$ cat config.mk
export PLATFORM = sky130hd
export DESIGN_NAME = alu_seq_unit_flat
export DESIGN_NICKNAME = d
export VERILOG_FILES = /design/src/rtl/alu_seq_pkg.sv /design/src/rtl/alu_seq_unit_if.sv /design/src/rtl/alu_seq_decode.sv /design/src/rtl/alu_seq_unit.sv /design/src/flat_wrapper.sv
export SDC_FILE = /design/constraint.sdc
export NUM_CORES = 1
export LEC_CHECK = 0
export ABC_AREA = 0
export CAP_MARGIN = 40
export CORE_MARGIN = 2
export CORE_UTILIZATION = 45
export CTS_CLUSTER_SIZE = 25
export DETAILED_ROUTE_END_ITERATION = 6
export PLACE_DENSITY = 0.66
export SLEW_MARGIN = 20
export SYNTH_ARGS = -nofsm -noshare
export SYNTH_HDL_FRONTEND = slang
export SYNTH_HIERARCHICAL = 1
export SYNTH_SLANG_ARGS = --single-unit
$ cat constraint.sdc
create_clock -name clk -period 7.8 [get_ports clk]
set_input_delay 1.95 -clock clk [delete_from_list [all_inputs] [get_ports clk]]
set_output_delay 1.95 -clock clk [all_outputs]
set_load 0.005 [all_outputs]
$ cat src/rtl/alu_seq_pkg.sv
// Shared encodings for the sequential ALU: alu_op and func codes, 4-bit control code, FSM states.
// The low three control bits keep the legacy alu_ctr values so the old control path can reuse them.
package alu_seq_pkg;

  typedef enum logic [1:0] {
    ALUOP_ADD   = 2'b00,
    ALUOP_SUB   = 2'b01,
    ALUOP_RTYPE = 2'b10,
    ALUOP_OR    = 2'b11
  } alu_op_e;

  localparam logic [5:0] FUNC_ADD   = 6'b100000;
  localparam logic [5:0] FUNC_SUB   = 6'b100010;
  localparam logic [5:0] FUNC_AND   = 6'b100100;
  localparam logic [5:0] FUNC_OR    = 6'b100101;
  localparam logic [5:0] FUNC_XOR   = 6'b101010;
  localparam logic [5:0] FUNC_MFHI  = 6'b010000;
  localparam logic [5:0] FUNC_MFLO  = 6'b010010;
  localparam logic [5:0] FUNC_MULTU = 6'b011000;
  localparam logic [5:0] FUNC_DIVU  = 6'b011010;

  typedef enum logic [3:0] {
    CTL_AND  = 4'b0000,
    CTL_OR   = 4'b0001,
    CTL_ADD  = 4'b0010,
    CTL_XOR  = 4'b0011,
    CTL_SUB  = 4'b0110,
    CTL_MUL  = 4'b1000,
    CTL_DIV  = 4'b1001,
    CTL_MFHI = 4'b1010,
    CTL_MFLO = 4'b1011
  } alu_ctl_e;

  typedef enum logic [1:0] {
    ST_IDLE = 2'd0,
    ST_MUL  = 2'd1,
    ST_DIV  = 2'd2
  } state_e;

endpackage

$ cat src/rtl/alu_seq_unit_if.sv
// Request/response bundle between the EX-stage control FSM (master) and the ALU unit (slave).
// in_valid/in_ready gate acceptance; out_valid is a one-cycle pulse qualifying result and flags.
interface alu_seq_unit_if #(
  parameter int DATA_WIDTH = 32
);
  logic                  in_valid;
  logic                  in_ready;
  logic [1:0]            alu_op;
  logic [5:0]            func;
  logic [DATA_WIDTH-1:0] a;
  logic [DATA_WIDTH-1:0] b;
  logic [DATA_WIDTH-1:0] result;
  logic                  zero;
  logic                  out_valid;
  logic                  illegal;
  logic                  div_by_zero;
  logic [DATA_WIDTH-1:0] hi;
  logic [DATA_WIDTH-1:0] lo;
  logic                  busy;

  modport master (
    output in_valid, alu_op, func, a, b,
    input  in_ready, result, zero, out_valid, illegal, div_by_zero, hi, lo, busy
  );

  modport slave (
    input  in_valid, alu_op, func, a, b,
    output in_ready, result, zero, out_valid, illegal, div_by_zero, hi, lo, busy
  );
endinterface

$ cat src/rtl/alu_seq_decode.sv
// Combinational alu_op/func decode into the 4-bit control code plus an illegal-func flag.
// No state, no handshake; unknown R-type funcs return CTL_AND with illegal_o set.
module alu_seq_decode
  import alu_seq_pkg::*;
(
  input  logic [1:0] alu_op_i,
  input  logic [5:0] func_i,
  output alu_ctl_e   ctl_o,
  output logic       illegal_o
);

  always_comb begin
    ctl_o     = CTL_AND;
    illegal_o = 1'b0;
    case (alu_op_i)
      ALUOP_ADD: ctl_o = CTL_ADD;
      ALUOP_SUB: ctl_o = CTL_SUB;
      ALUOP_OR:  ctl_o = CTL_OR;
      default: begin
        case (func_i)
          FUNC_ADD:   ctl_o = CTL_ADD;
          FUNC_SUB:   ctl_o = CTL_SUB;
          FUNC_AND:   ctl_o = CTL_AND;
          FUNC_OR:    ctl_o = CTL_OR;
          FUNC_XOR:   ctl_o = CTL_XOR;
          FUNC_MFHI:  ctl_o = CTL_MFHI;
          FUNC_MFLO:  ctl_o = CTL_MFLO;
          FUNC_MULTU: ctl_o = CTL_MUL;
          FUNC_DIVU:  ctl_o = CTL_DIV;
          default:    illegal_o = 1'b1;
        endcase
      end
    endcase
  end

endmodule

$ cat src/rtl/alu_seq_unit.sv
// EX-stage ALU: single-cycle ops answer 1 cycle after accept; multu/divu iterate and answer after DATA_WIDTH+1.
// in_ready is high only in IDLE; requests seen while busy are dropped, never queued.
module alu_seq_unit
  import alu_seq_pkg::*;
#(
  parameter int DATA_WIDTH = 32
) (
  input logic           clk,
  input logic           rst_n,
  alu_seq_unit_if.slave bus
);

  localparam int                   CNT_WIDTH = $clog2(DATA_WIDTH) + 1;
  localparam logic [CNT_WIDTH-1:0] CNT_LAST  = CNT_WIDTH'(DATA_WIDTH);

  state_e                state_q, state_d;
  logic [CNT_WIDTH-1:0]  cnt_q, cnt_d;
  logic [DATA_WIDTH-1:0] acc_q, acc_d;
  logic [DATA_WIDTH-1:0] wrk_q, wrk_d;
  logic [DATA_WIDTH-1:0] dvs_q, dvs_d;
  logic [DATA_WIDTH-1:0] result_q, result_d;
  logic [DATA_WIDTH-1:0] hi_q, hi_d;
  logic [DATA_WIDTH-1:0] lo_q, lo_d;
  logic                  zero_q, zero_d;
  logic                  out_valid_q, out_valid_d;
  logic                  illegal_q, illegal_d;
  logic                  dbz_q, dbz_d;

  alu_ctl_e              ctl;
  logic                  dec_illegal;
  logic                  accept;

  logic [DATA_WIDTH:0]   add_x, add_y;
  logic                  add_sub;
  logic [DATA_WIDTH+1:0] add_sum;
  logic [DATA_WIDTH:0]   mul_sel;
  logic                  div_q;

  alu_seq_decode u_decode (
    .alu_op_i  (bus.alu_op),
    .func_i    (bus.func),
    .ctl_o     (ctl),
    .illegal_o (dec_illegal)
  );

  assign accept = bus.in_valid && (state_q == ST_IDLE);

  // One adder serves IDLE add/sub, the multiply accumulate and the divide trial subtraction.
  always_comb begin
    add_x   = {1'b0, bus.a};
    add_y   = {1'b0, bus.b};
    add_sub = (ctl == CTL_SUB);
    case (state_q)
      ST_MUL: begin
        add_x   = {1'b0, acc_q};
        add_y   = {1'b0, dvs_q};
        add_sub = 1'b0;
      end
      ST_DIV: begin
        add_x   = {acc_q, wrk_q[DATA_WIDTH-1]};
        add_y   = {1'b0, dvs_q};
        add_sub = 1'b1;
      end
      default: ;
    endcase
  end

  assign add_sum = {1'b0, add_x} + {1'b0, (add_sub ? ~add_y : add_y)}
                 + {{(DATA_WIDTH+1){1'b0}}, add_sub};

  always_comb begin
    state_d     = state_q;
    cnt_d       = cnt_q;
    acc_d       = acc_q;
    wrk_d       = wrk_q;
    dvs_d       = dvs_q;
    result_d    = result_q;
    hi_d        = hi_q;
    lo_d        = lo_q;
    out_valid_d = 1'b0;
    illegal_d   = 1'b0;
    dbz_d       = 1'b0;
    mul_sel     = wrk_q[0] ? add_sum[DATA_WIDTH:0] : {1'b0, acc_q};
    // Carry out of the subtraction means the shifted remainder covers the divisor.
    div_q       = add_sum[DATA_WIDTH+1];

    case (state_q)
      ST_IDLE: begin
        if (accept) begin
          out_valid_d = 1'b1;
          case (ctl)
            CTL_AND:          result_d = bus.a & bus.b;
            CTL_OR:           result_d = bus.a | bus.b;
            CTL_XOR:          result_d = bus.a ^ bus.b;
            CTL_ADD, CTL_SUB: result_d = add_sum[DATA_WIDTH-1:0];
            CTL_MFHI:         result_d = hi_q;
            CTL_MFLO:         result_d = lo_q;
            CTL_MUL: begin
              state_d     = ST_MUL;
              out_valid_d = 1'b0;
              cnt_d       = '0;
              acc_d       = '0;
              wrk_d       = bus.a;
              dvs_d       = bus.b;
            end
            CTL_DIV: begin
              if (bus.b == '0) begin
                result_d = '1;
                lo_d     = '1;
                hi_d     = bus.a;
                dbz_d    = 1'b1;
              end else begin
                state_d     = ST_DIV;
                out_valid_d = 1'b0;
                cnt_d       = '0;
                acc_d       = '0;
                wrk_d       = bus.a;
                dvs_d       = bus.b;
              end
            end
            default: ;
          endcase
          if (dec_illegal) begin
            result_d  = '0;
            illegal_d = 1'b1;
          end
        end
      end
      ST_MUL: begin
        cnt_d = cnt_q + CNT_WIDTH'(1);
        acc_d = mul_sel[DATA_WIDTH:1];
        wrk_d = {mul_sel[0], wrk_q[DATA_WIDTH-1:1]};
      end
      ST_DIV: begin
        cnt_d = cnt_q + CNT_WIDTH'(1);
        acc_d = div_q ? add_sum[DATA_WIDTH-1:0]
                      : {acc_q[DATA_WIDTH-2:0], wrk_q[DATA_WIDTH-1]};
        wrk_d = {wrk_q[DATA_WIDTH-2:0], div_q};
      end
      default: state_d = ST_IDLE;
    endcase

    if ((state_q == ST_MUL || state_q == ST_DIV) && cnt_d == CNT_LAST) begin
      state_d     = ST_IDLE;
      hi_d        = acc_d;
      lo_d        = wrk_d;
      result_d    = wrk_d;
      out_valid_d = 1'b1;
    end

    zero_d = (result_d == '0);
  end

  always_ff @(posedge clk or negedge rst_n) begin
    if (!rst_n) begin
      state_q     <= ST_IDLE;
      cnt_q       <= '0;
      acc_q       <= '0;
      wrk_q       <= '0;
      dvs_q       <= '0;
      result_q    <= '0;
      hi_q        <= '0;
      lo_q        <= '0;
      zero_q      <= 1'b1;
      out_valid_q <= 1'b0;
      illegal_q   <= 1'b0;
      dbz_q       <= 1'b0;
    end else begin
      state_q     <= state_d;
      cnt_q       <= cnt_d;
      acc_q       <= acc_d;
      wrk_q       <= wrk_d;
      dvs_q       <= dvs_d;
      result_q    <= result_d;
      hi_q        <= hi_d;
      lo_q        <= lo_d;
      zero_q      <= zero_d;
      out_valid_q <= out_valid_d;
      illegal_q   <= illegal_d;
      dbz_q       <= dbz_d;
    end
  end

  assign bus.in_ready    = (state_q == ST_IDLE);
  assign bus.busy        = (state_q != ST_IDLE);
  assign bus.result      = result_q;
  assign bus.zero        = zero_q;
  assign bus.out_valid   = out_valid_q;
  assign bus.illegal     = illegal_q;
  assign bus.div_by_zero = dbz_q;
  assign bus.hi          = hi_q;
  assign bus.lo          = lo_q;

endmodule

$ cat src/flat_wrapper.sv
// flat-port wrapper written by rule: the top's interface ports become plain ports
module alu_seq_unit_flat import alu_seq_pkg::*;
#(
  parameter int DATA_WIDTH = 32
)
  (clk, rst_n, bus_in_valid, bus_alu_op, bus_func, bus_a, bus_b, bus_in_ready, bus_result, bus_zero, bus_out_valid, bus_illegal, bus_div_by_zero, bus_hi, bus_lo, bus_busy);
  alu_seq_unit_if #(.DATA_WIDTH(DATA_WIDTH)) bus_i ();
  input logic clk;
  input logic rst_n;
  input wire logic [$bits(bus_i.in_valid)-1:0] bus_in_valid;
  input wire logic [$bits(bus_i.alu_op)-1:0] bus_alu_op;
  input wire logic [$bits(bus_i.func)-1:0] bus_func;
  input wire logic [$bits(bus_i.a)-1:0] bus_a;
  input wire logic [$bits(bus_i.b)-1:0] bus_b;
  output wire logic [$bits(bus_i.in_ready)-1:0] bus_in_ready;
  output wire logic [$bits(bus_i.result)-1:0] bus_result;
  output wire logic [$bits(bus_i.zero)-1:0] bus_zero;
  output wire logic [$bits(bus_i.out_valid)-1:0] bus_out_valid;
  output wire logic [$bits(bus_i.illegal)-1:0] bus_illegal;
  output wire logic [$bits(bus_i.div_by_zero)-1:0] bus_div_by_zero;
  output wire logic [$bits(bus_i.hi)-1:0] bus_hi;
  output wire logic [$bits(bus_i.lo)-1:0] bus_lo;
  output wire logic [$bits(bus_i.busy)-1:0] bus_busy;
  assign bus_i.in_valid = bus_in_valid;
  assign bus_i.alu_op = bus_alu_op;
  assign bus_i.func = bus_func;
  assign bus_i.a = bus_a;
  assign bus_i.b = bus_b;
  assign bus_in_ready = bus_i.in_ready;
  assign bus_result = bus_i.result;
  assign bus_zero = bus_i.zero;
  assign bus_out_valid = bus_i.out_valid;
  assign bus_illegal = bus_i.illegal;
  assign bus_div_by_zero = bus_i.div_by_zero;
  assign bus_hi = bus_i.hi;
  assign bus_lo = bus_i.lo;
  assign bus_busy = bus_i.busy;
  alu_seq_unit #(.DATA_WIDTH(DATA_WIDTH)) u_core (.clk(clk), .rst_n(rst_n), .bus(bus_i));
endmodule
==> impl_metrics.prom, run 1 <==
# TYPE chip_impl_metric gauge
chip_impl_metric{name="hold_violations",unit=""} 0
chip_impl_metric{name="average_wire_per_standard_cell",unit="um"} 28.0
chip_impl_metric{name="fp-row-count",unit=""} 69
chip_impl_info{name="status",value="finished with violations"} 1
chip_impl_metric{name="groute.usage.overall",unit="%"} 38.2
chip_impl_metric{name="initial_core_util",unit="%"} 45.8
chip_impl_metric{name="share_of_flip_flops_with_an_asynchronous_set_or_reset",unit="%"} 100
chip_impl_metric{name="grt_first_pass_wirelength",unit="um"} 110000
chip_impl_metric{name="critPathMaxFanout",unit=""} 10
chip_impl_metric{name="gpl.final_weighted_congestion",unit=""} 1.01
chip_impl_metric{name="cp_slowest_stage_delay",unit="ns"} 0.55
chip_impl_metric{name="intPower",unit="mW"} 2.77
chip_impl_metric{name="die_height",unit="um"} 195
chip_impl_metric{name="antenna_cells_inserted",unit=""} 0
chip_impl_metric{name="design.portCount",unit=""} 177
chip_impl_metric{name="timing.clock.skew",unit="ns"} 0.0366
chip_impl_metric{name="fraction_of_the_mapped_netlist_area_in_compound_gates",unit="%"} 30.5
chip_impl_metric{name="maximum_number_of_pins_on_one_net_before_global_route_repair",unit=""} 87
chip_impl_metric{name="post_synth_instance_area",unit="um^2"} 16300
chip_impl_metric{name="post_synth_xor_area_fraction",unit="%"} 3.43
chip_impl_metric{name="timing.final.crit_period",unit="ns"} 7.15
chip_impl_metric{name="syn_area_per_cell",unit="um^2"} 8.10
chip_impl_metric{name="post_cts_hold_buffer_count",unit=""} 0
chip_impl_metric{name="clk_pin_slew_worst_paths",unit="ns"} 0.06
chip_impl_metric{name="post_syn_instances",unit=""} 2018
chip_impl_metric{name="cts_sinks",unit=""} 204
chip_impl_metric{name="core_region_area",unit="um^2"} 35700
chip_impl_metric{name="area_delta_synth_final",unit="%"} 21.6
chip_impl_metric{name="worst_slack_on_hold_paths",unit="ns"} 0.485
chip_impl_metric{name="drt-initial-drc-count",unit=""} 2695
chip_impl_metric{name="chipWidth",unit="um"} 195
chip_impl_metric{name="route.detailed.drc",unit=""} 11
chip_impl_metric{name="ys_ff_latch",unit=""} 204
chip_impl_info{name="critical_path_class",value="primary input to flop"} 1
chip_impl_metric{name="ys_seq_area_share",unit="%"} 31.2
chip_impl_metric{name="dp_hpwl",unit="um"} 54600
chip_impl_metric{name="timing.setup.tns",unit="ns"} 0
chip_impl_metric{name="cts_htree_levels",unit=""} 1
chip_impl_metric{name="yosys.area_share.simple",unit="%"} 15.5
chip_impl_metric{name="cellLeakagePower",unit="nW"} 8.59
chip_impl_metric{name="arithmetic_cell_share_of_the_synthesized_area_counting_full_adders_half_adders_and_majority_gates",unit="%"} 7.85
chip_impl_metric{name="synth.mux.area_fraction",unit="%"} 5.29
chip_impl_metric{name="power-per-cell-area",unit="nW/um^2"} 238
chip_impl_metric{name="drive_gt1_share",unit="%"} 8.78
chip_impl_metric{name="worst_ep_arrival_time",unit="ns"} 7.66
chip_impl_metric{name="yosysUniqueCellTypes",unit=""} 83
chip_impl_metric{name="power.net_switching",unit="mW"} 1.96
chip_impl_metric{name="cts_made_buffers",unit=""} 26
chip_impl_metric{name="timing.critical_path.required",unit="ns"} 8.31
chip_impl_metric{name="postRouteAntennaNets",unit=""} 0
chip_impl_info{name="grt_setup_unrepaired",value="false"} 1
chip_impl_metric{name="max_cap_viol_count",unit=""} 0
chip_impl_metric{name="mappedNetlistNets",unit=""} 2195
chip_impl_info{name="synth_commonest_cells",value="sky130_fd_sc_hd__dfrtp_1 (203), sky130_fd_sc_hd__o21ai_0 (199), sky130_fd_sc_hd__nand2_1 (198)"} 1
chip_impl_metric{name="max_slew_margin",unit="%"} 39.3
chip_impl_metric{name="final-setup-viol-count",unit=""} 0
chip_impl_info{name="crit_path_end_kind",value="flop"} 1
chip_impl_info{name="worst_path_max_delay_cell",value="sky130_fd_sc_hd__or4_1"} 1
chip_impl_metric{name="post_drt_via_cell_ratio",unit=""} 6.73
chip_impl_info{name="tritoncts",value="yes"} 1
chip_impl_metric{name="share_seq_of_total_power",unit="%"} 34.1
chip_impl_info{name="yosysTopAreaCell",value="sky130_fd_sc_hd__dfrtp_1"} 1
chip_impl_metric{name="vias",unit=""} 17700
chip_impl_metric{name="postCtsSetupRepairBufs",unit=""} 0
chip_impl_metric{name="global_route.overflow_total",unit=""} 0
chip_impl_metric{name="slew_viol_final",unit=""} 0
chip_impl_metric{name="stdcell_area",unit="um^2"} 19900
chip_impl_info{name="ctsRootBufferMaster",value="sky130_fd_sc_hd__clkbuf_16"} 1
chip_impl_info{name="dominant_combinational_cell_family_by_area_after_synthesis",value="compound AO/OA/AOI/OAI gates"} 1
chip_impl_metric{name="cts_repair_resize_count",unit=""} 0
chip_impl_metric{name="max_clock_freq",unit="GHz"} 0.140
chip_impl_info{name="post-synth-top-count-cell",value="sky130_fd_sc_hd__dfrtp_1"} 1
chip_impl_metric{name="post_dp_cell_area",unit="um^2"} 19000
chip_impl_metric{name="number_of_warnings_reported_in_the_yosys_synthesis_log",unit=""} 6
chip_impl_info{name="violations_in_the_final_reports",value="design-rule violations"} 1
chip_impl_info{name="synth_area_leaders",value="sky130_fd_sc_hd__dfrtp_1 (31%), sky130_fd_sc_hd__ha_1 (7.7%), sky130_fd_sc_hd__o21ai_0 (6.1%)"} 1
chip_impl_metric{name="netlist.area_leader.share",unit="%"} 31.1
chip_impl_metric{name="clock_latency",unit="ns"} 0.58
chip_impl_metric{name="grt_antenna_before_repair",unit=""} 0
chip_impl_info{name="crit_path_cell_trace",value="clkdlybuf4s50_1 -> nor2_1 -> nand3_1 -> o211ai_1 -> or3b_1 -> nor3_1 -> a21oi_4 -> xor2_1 -> ha_1 -> nand2_1 -> nor4_1 -> o31ai_2 -> a2111o_1 -> a211o_1 -> a21oi_1 -> a311oi_1 -> xor2_1 -> a21oi_1 -> or4_1 -> nor2_1"} 1
chip_impl_metric{name="finish.utilization",unit="%"} 55.8
chip_impl_metric{name="final_min_period_over_clock_period",unit="%"} 91.7
chip_impl_metric{name="placement.io_buffers",unit=""} 176
chip_impl_metric{name="first_global_vias",unit=""} 16700
chip_impl_metric{name="drt-pass1-iter-count",unit=""} 7
chip_impl_info{name="postSynth.topFlopCell",value="sky130_fd_sc_hd__dfrtp_1"} 1
chip_impl_metric{name="clock_tree.buffer_depth",unit=""} 3
chip_impl_metric{name="share_comb_of_total_power",unit="%"} 39.6
chip_impl_metric{name="pwr-share-clk",unit="%"} 26.3
chip_impl_metric{name="finalWirelength",unit="um"} 73900
chip_impl_metric{name="p_sw_share",unit="%"} 41.4
chip_impl_metric{name="max_slew.worst_pin.slew",unit="ns"} 0.904
chip_impl_metric{name="fp.dieArea",unit="um^2"} 37900
chip_impl_info{name="crit_path_launch_type",value="primary input"} 1
chip_impl_metric{name="final_net_count",unit=""} 2333
chip_impl_metric{name="number_of_synthesized_flops_with_an_enable_pin",unit=""} 0
chip_impl_metric{name="vdd_drop_max",unit="mV"} 0.148
chip_impl_info{name="min_path_type",value="flop to flop"} 1
## path summary, 6_finish.rpt
check / from / end / slack (ns) / cells after the start
setup / recovery: bus_func[2] / u_core/bus.zero / 0.65 / 20
hold / removal: u_core/dvs_q[12] / u_core/dvs_q[12] / 0.49 / 2
setup reg to reg: u_core/state_q[0] / u_core/bus.zero / 2.03 / 17
hold reg to reg: u_core/dvs_q[12] / u_core/dvs_q[12] / 0.49 / 2
max in group asynchronous: rst_n / u_core/bus.hi[16] / 5.30 / 3
min in group asynchronous: rst_n / u_core/cnt_q[0] / 1.35 / 1
## power by group through the flow
| stage | clock, mW | combinational, mW | sequential (mW) |
|---|---|---|---|
| final | 1.24 | 1.87 | 1.61 |
| after global routing | 1.30 | 2.02 | 1.63 |
| after CTS | 1.25 | 1.82 | 1.59 |
| after detailed placement | 0 | 1.80 | 1.61 |
| after global placement | 0 | 1.78 | 1.61 |
| after floorplan | 0 | 1.15 | 1.48 |
## routing by layer
metal  part of all wire [%]  track usage (%)  wire length [um]
met1                     41             53.6             30100
met4                    4.9             15.4              3610
met2                     43             57.0             31500
met5                      0                0                 0
met3                     12             8.47              8680
## registers in the layout (all words and copies together), names as in the netlist
name and cells:
u_core/acc_q 32, u_core/bus.hi 32, u_core/bus.lo 32, u_core/bus.result 32, u_core/dvs_q 32, u_core/wrk_q 32, u_core/cnt_q 6, u_core/state_q 2
u_core/bus.div_by_zero 1, u_core/bus.illegal 1, u_core/bus.out_valid 1, u_core/bus.zero 1
## area by class of cell
| type | count | area (um^2) |
|---|---|---|
| clock buffer | 38 | 786 |
| clock inverter | 9 | 85.1 |
| fill | 3326 | 15800 |
| inverter | 108 | 405 |
| multi-input combinational | 1549 | 10400 |
| sequential | 204 | 5110 |
| tap | 461 | 577 |
| timing repair buffer | 267 | 2540 |
## critical path, delay by kind of cell
kind | cells | cell delay, ns
AOI/OAI and AO/OA | 8 | 2.07
xor gates and xnor gates | 2 | 0.50
adders and majority gates | 1 | 0.39
buffers and inverters | 1 | 0.49
and+or+nand+nor | 8 | 2.24
## cell families (layout without fill, tap and decap cells)
logic type | Yosys count | after routing
XOR/XNOR | 64 | 64
flip-flops | 204 | 204
adder cells (fa/ha/maj) | 102 | 102
buffers and inverters | 265 | 422
AO/OA/AOI/OAI | 751 | 751
AND/OR/NAND/NOR | 550 | 550
multiplexers | 82 | 82
## layout by cell type (no fill, tap or decap), types with 17 or more instances in the layout
cell and instances:
sky130_fd_sc_hd__mux2i_1 47, sky130_fd_sc_hd__mux2_1 19, sky130_fd_sc_hd__nor2_1 149, sky130_fd_sc_hd__nor3_1 27, sky130_fd_sc_hd__clkdlybuf4s50_1 175, sky130_fd_sc_hd__a22oi_1 60
sky130_fd_sc_hd__dfrtp_1 202, sky130_fd_sc_hd__nand2b_1 17, sky130_fd_sc_hd__xnor2_1 18, sky130_fd_sc_hd__clkbuf_16 26, sky130_fd_sc_hd__a221oi_1 55, sky130_fd_sc_hd__o21a_1 41
sky130_fd_sc_hd__a21o_1 19, sky130_fd_sc_hd__o21ai_0 198, sky130_fd_sc_hd__nand3_1 55, sky130_fd_sc_hd__a31oi_1 30, sky130_fd_sc_hd__ha_1 97, sky130_fd_sc_hd__buf_4 83
sky130_fd_sc_hd__nand2_1 198, sky130_fd_sc_hd__inv_1 108, sky130_fd_sc_hd__xor2_1 46, sky130_fd_sc_hd__a21oi_1 170, sky130_fd_sc_hd__a222oi_1 29
## stage by stage
step	worst slack, ns	cells	power [mW]
after global routing	0.346	2636	4.95
after detailed placement	0.202	2587	3.41
final	0.648	2636	4.73
after floorplan	0.757	2018	2.63
after CTS	0.770	2634	4.66
after global placement	0.287	2583	3.39
Note: power is estimated with default switching activity, not from simulation.
==> run 2: changes to the inputs <==
--- a/config.mk
+++ b/config.mk
@@ -6,7 +6,7 @@
 export NUM_CORES = 1
 export LEC_CHECK = 0
 export ABC_AREA = 0
-export CAP_MARGIN = 40
+export CAP_MARGIN = 5
 export CORE_MARGIN = 2
 export CORE_UTILIZATION = 45
 export CTS_CLUSTER_SIZE = 25
==> run 2 against run 1 <==
The flow now finishes without violations. Total power rose by 2.3%. Sequential share of layout area barely moved. Register-to-register slack barely moved. Count of clock-buffer cells in the layout down 3. Final area down 0.11%. Wire length up 0.54%. Hold slack worse by 0.0043 ns. Flip-flop and latch count unchanged. Critical path depth is the same. Worst setup slack lost 0.068 ns. Final cell count decreased by 0.19%.
==> impl_metrics.prom, run 2 (synthesized netlist as in run 1, its figures left out) <==
# TYPE chip_impl_metric gauge
chip_impl_metric{name="cts_sinks",unit=""} 204
chip_impl_info{name="critPathTopFamily",value="simple AND/OR/NAND/NOR gates"} 1
chip_impl_metric{name="share_seq_of_total_power",unit="%"} 33.4
chip_impl_metric{name="multi_input_area",unit="um^2"} 10400
chip_impl_metric{name="average_wire_per_standard_cell",unit="um"} 28.2
chip_impl_metric{name="clk_pin_slew_worst_paths",unit="ns"} 0.06
chip_impl_metric{name="timing.setup.tns",unit="ns"} 0
chip_impl_info{name="critical_path_class",value="primary input to flop"} 1
chip_impl_metric{name="core_region_area",unit="um^2"} 35700
chip_impl_metric{name="fp.dieArea",unit="um^2"} 37900
chip_impl_metric{name="global_route.overflow_total",unit=""} 0
chip_impl_metric{name="timing.critical_path.required",unit="ns"} 8.30
chip_impl_metric{name="filler_cell_count",unit=""} 3365
chip_impl_metric{name="power-per-cell-area",unit="nW/um^2"} 243
chip_impl_info{name="worst_path_max_delay_cell",value="sky130_fd_sc_hd__or4_1"} 1
chip_impl_info{name="min_path_type",value="flop to flop"} 1
chip_impl_metric{name="drive_gt1_share",unit="%"} 8.57
chip_impl_info{name="leading_cell_type_in_the_layout_fill_and_taps_excluded",value="sky130_fd_sc_hd__dfrtp_1"} 1
chip_impl_metric{name="max_cap_viol_count",unit=""} 0
chip_impl_metric{name="vias",unit=""} 17700
chip_impl_metric{name="fp-row-count",unit=""} 69
chip_impl_metric{name="grt_first_pass_wirelength",unit="um"} 110000
chip_impl_metric{name="critical_path_buf_inv_count",unit=""} 1
chip_impl_metric{name="max_slew_margin",unit="%"} 19.8
chip_impl_metric{name="grt_antenna_before_repair",unit=""} 1
chip_impl_metric{name="p_total",unit="mW"} 4.84
chip_impl_metric{name="max_slew.worst_pin.slew",unit="ns"} 1.20
chip_impl_metric{name="worst-r2r-setup-slack",unit="ns"} 2.03
chip_impl_metric{name="first_global_vias",unit=""} 16600
chip_impl_metric{name="drt-initial-drc-count",unit=""} 2547
chip_impl_metric{name="worst_ep_arrival_time",unit="ns"} 7.72
chip_impl_metric{name="gpl.final_weighted_congestion",unit=""} 1.01
chip_impl_info{name="grt_setup_unrepaired",value="false"} 1
chip_impl_metric{name="timing.clock.skew",unit="ns"} 0.0246
chip_impl_metric{name="groute.usage.overall",unit="%"} 38.4
chip_impl_metric{name="worst-r2r-cell-count",unit=""} 17
chip_impl_metric{name="drt-pass1-iter-count",unit=""} 6
chip_impl_metric{name="cts_htree_levels",unit=""} 1
chip_impl_metric{name="slew_viol_final",unit=""} 0
chip_impl_metric{name="cellLeakagePower",unit="nW"} 8.56
chip_impl_metric{name="clock_latency",unit="ns"} 0.56
chip_impl_metric{name="final_net_count",unit=""} 2327
chip_impl_metric{name="pwr-share-clk",unit="%"} 27.9
chip_impl_info{name="tritoncts",value="yes"} 1
chip_impl_metric{name="cts_made_buffers",unit=""} 26
chip_impl_metric{name="power.net_switching",unit="mW"} 1.96
chip_impl_metric{name="vdd_drop_max",unit="mV"} 0.290
chip_impl_info{name="ctsRootBufferMaster",value="sky130_fd_sc_hd__clkbuf_16"} 1
chip_impl_metric{name="die_height",unit="um"} 195
chip_impl_info{name="status",value="complete, no violations"} 1
chip_impl_metric{name="antenna_cells_inserted",unit=""} 0
chip_impl_metric{name="intPower",unit="mW"} 2.87
chip_impl_metric{name="chipWidth",unit="um"} 195
chip_impl_metric{name="initial_core_util",unit="%"} 45.8
chip_impl_info{name="hold_start",value="u_core/dvs_q[12]"} 1
chip_impl_metric{name="maximum_number_of_pins_on_one_net_before_global_route_repair",unit=""} 87
chip_impl_metric{name="timing.final.crit_period",unit="ns"} 7.22
chip_impl_metric{name="share_comb_of_total_power",unit="%"} 38.7
chip_impl_metric{name="finalWirelength",unit="um"} 74300
chip_impl_metric{name="hold_violations",unit=""} 0
chip_impl_metric{name="cp_slowest_stage_delay",unit="ns"} 0.54
chip_impl_metric{name="worst_slack_on_hold_paths",unit="ns"} 0.481
chip_impl_metric{name="route.detailed.drc",unit=""} 0
chip_impl_metric{name="hold_depth",unit=""} 2
chip_impl_metric{name="design.portCount",unit=""} 177
chip_impl_metric{name="post_cts_hold_buffer_count",unit=""} 0
chip_impl_info{name="worstHoldEndpoint",value="u_core/dvs_q[12]"} 1
chip_impl_info{name="mostFrequentLayoutCells",value="sky130_fd_sc_hd__dfrtp_1 (202), sky130_fd_sc_hd__nand2_1 (198), sky130_fd_sc_hd__o21ai_0 (198)"} 1
chip_impl_metric{name="post_drt_via_cell_ratio",unit=""} 6.74
chip_impl_info{name="rr_startpoint",value="u_core/state_q[0]"} 1
chip_impl_metric{name="cts_repair_resize_count",unit=""} 0
chip_impl_info{name="crit_path_launch_type",value="primary input"} 1
chip_impl_metric{name="dp_hpwl",unit="um"} 54300
chip_impl_metric{name="max_clock_freq",unit="GHz"} 0.139
chip_impl_info{name="crit-reg2reg-capture",value="u_core/bus.zero"} 1
chip_impl_metric{name="p_sw_share",unit="%"} 40.6
chip_impl_metric{name="area_delta_synth_final",unit="%"} 21.5
chip_impl_metric{name="postRouteAntennaNets",unit=""} 0
chip_impl_metric{name="clock_tree.buffer_depth",unit=""} 3
chip_impl_info{name="crit_path_cell_trace",value="clkdlybuf4s50_1 -> nor2_1 -> nand3_1 -> o211ai_1 -> or3b_1 -> nor3_1 -> a21oi_4 -> xor2_1 -> ha_1 -> nand2_1 -> nor4_1 -> o31ai_2 -> a2111o_1 -> a211o_1 -> a21oi_1 -> a311oi_1 -> xor2_1 -> a21oi_1 -> or4_1 -> nor2_1"} 1
chip_impl_metric{name="final_min_period_over_clock_period",unit="%"} 92.6
chip_impl_metric{name="final-setup-viol-count",unit=""} 0
chip_impl_info{name="crit_path_end_kind",value="flop"} 1
chip_impl_metric{name="critPathMaxFanout",unit=""} 10
chip_impl_metric{name="postCtsSetupRepairBufs",unit=""} 0
chip_impl_metric{name="regArea",unit="um^2"} 5110
chip_impl_metric{name="placement.io_buffers",unit=""} 176
run 2: changes by cell type in the layout (fill, tap and decap cells not counted), moves of 2 or more:
cell	delta
sky130_fd_sc_hd__buf_8	-3
sky130_fd_sc_hd__buf_16	-2
sky130_fd_sc_hd__bufinv_16	+4
sky130_fd_sc_hd__clkbuf_8	-3
run 2: through the flow:
step	utilization, %	instance area, um^2	setup slack, ns	instances
5_1_grt	55.7	19900	0.312	2631
3_3_place_gp	53.0	18900	0.287	2583
2_1_floorplan	-	16300	0.757	2018
6_report	55.7	19900	0.580	2631
4_1_cts	55.7	19900	0.767	2631
3_5_place_dp	53.0	18900	0.171	2583
run 2: cell type report:
| cell class | count | area share (%) |
|---|---|---|
| flip-flops and latches | 204 | 25.7 |
| inverters | 108 | 2.04 |
| clock buffers | 35 | 3.75 |
| well taps | 461 | 2.90 |
| multi-input cells | 1549 | 52.3 |
| clock inverters | 13 | 1.05 |
| repair buffers | 261 | 12.2 |
run 2: worst max path at each step:
stage | cells past startpoint | start | endpoint
final | 20 | bus_func[2] | u_core/bus.zero
after global routing | 21 | bus_func[2] | u_core/bus.hi[20]
after CTS | 20 | bus_func[1] | u_core/bus.zero
after detailed placement | 20 | bus_func[2] | u_core/bus.zero
after global placement | 20 | bus_func[1] | u_core/bus.zero
after floorplan | 22 | bus_func[2] | u_core/bus.hi[15]
run 2: routing by layer:
metal | routed length, um | vias up | share of wire [%] | global-route usage (%)
li1 | - | 7704 | - | -
met1 | 30000 | 8638 | 40 | 53.4
met2 | 32000 | 1195 | 43 | 57.7
met3 | 9010 | 198 | 12 | 9.53
met4 | 3300 | 0 | 4.4 | 14.1
met5 | 0 | - | 0 | 0
run 2: worst min-delay path, stage by stage, from the launching register on:
cell,delay [ns]
sky130_fd_sc_hd__dfrtp_1,0.34
sky130_fd_sc_hd__nand2_1,0.04
sky130_fd_sc_hd__o21ai_0,0.06
run 2: power by group through the flow:
stage                     sequential, mW  clock [mW]  combinational, mW
after global routing                1.63        1.42               2.02
after global placement              1.61           0               1.78
after detailed placement            1.61           0               1.80
after CTS                           1.59        1.36               1.81
after floorplan                     1.48           0               1.15
final                               1.62        1.35               1.87
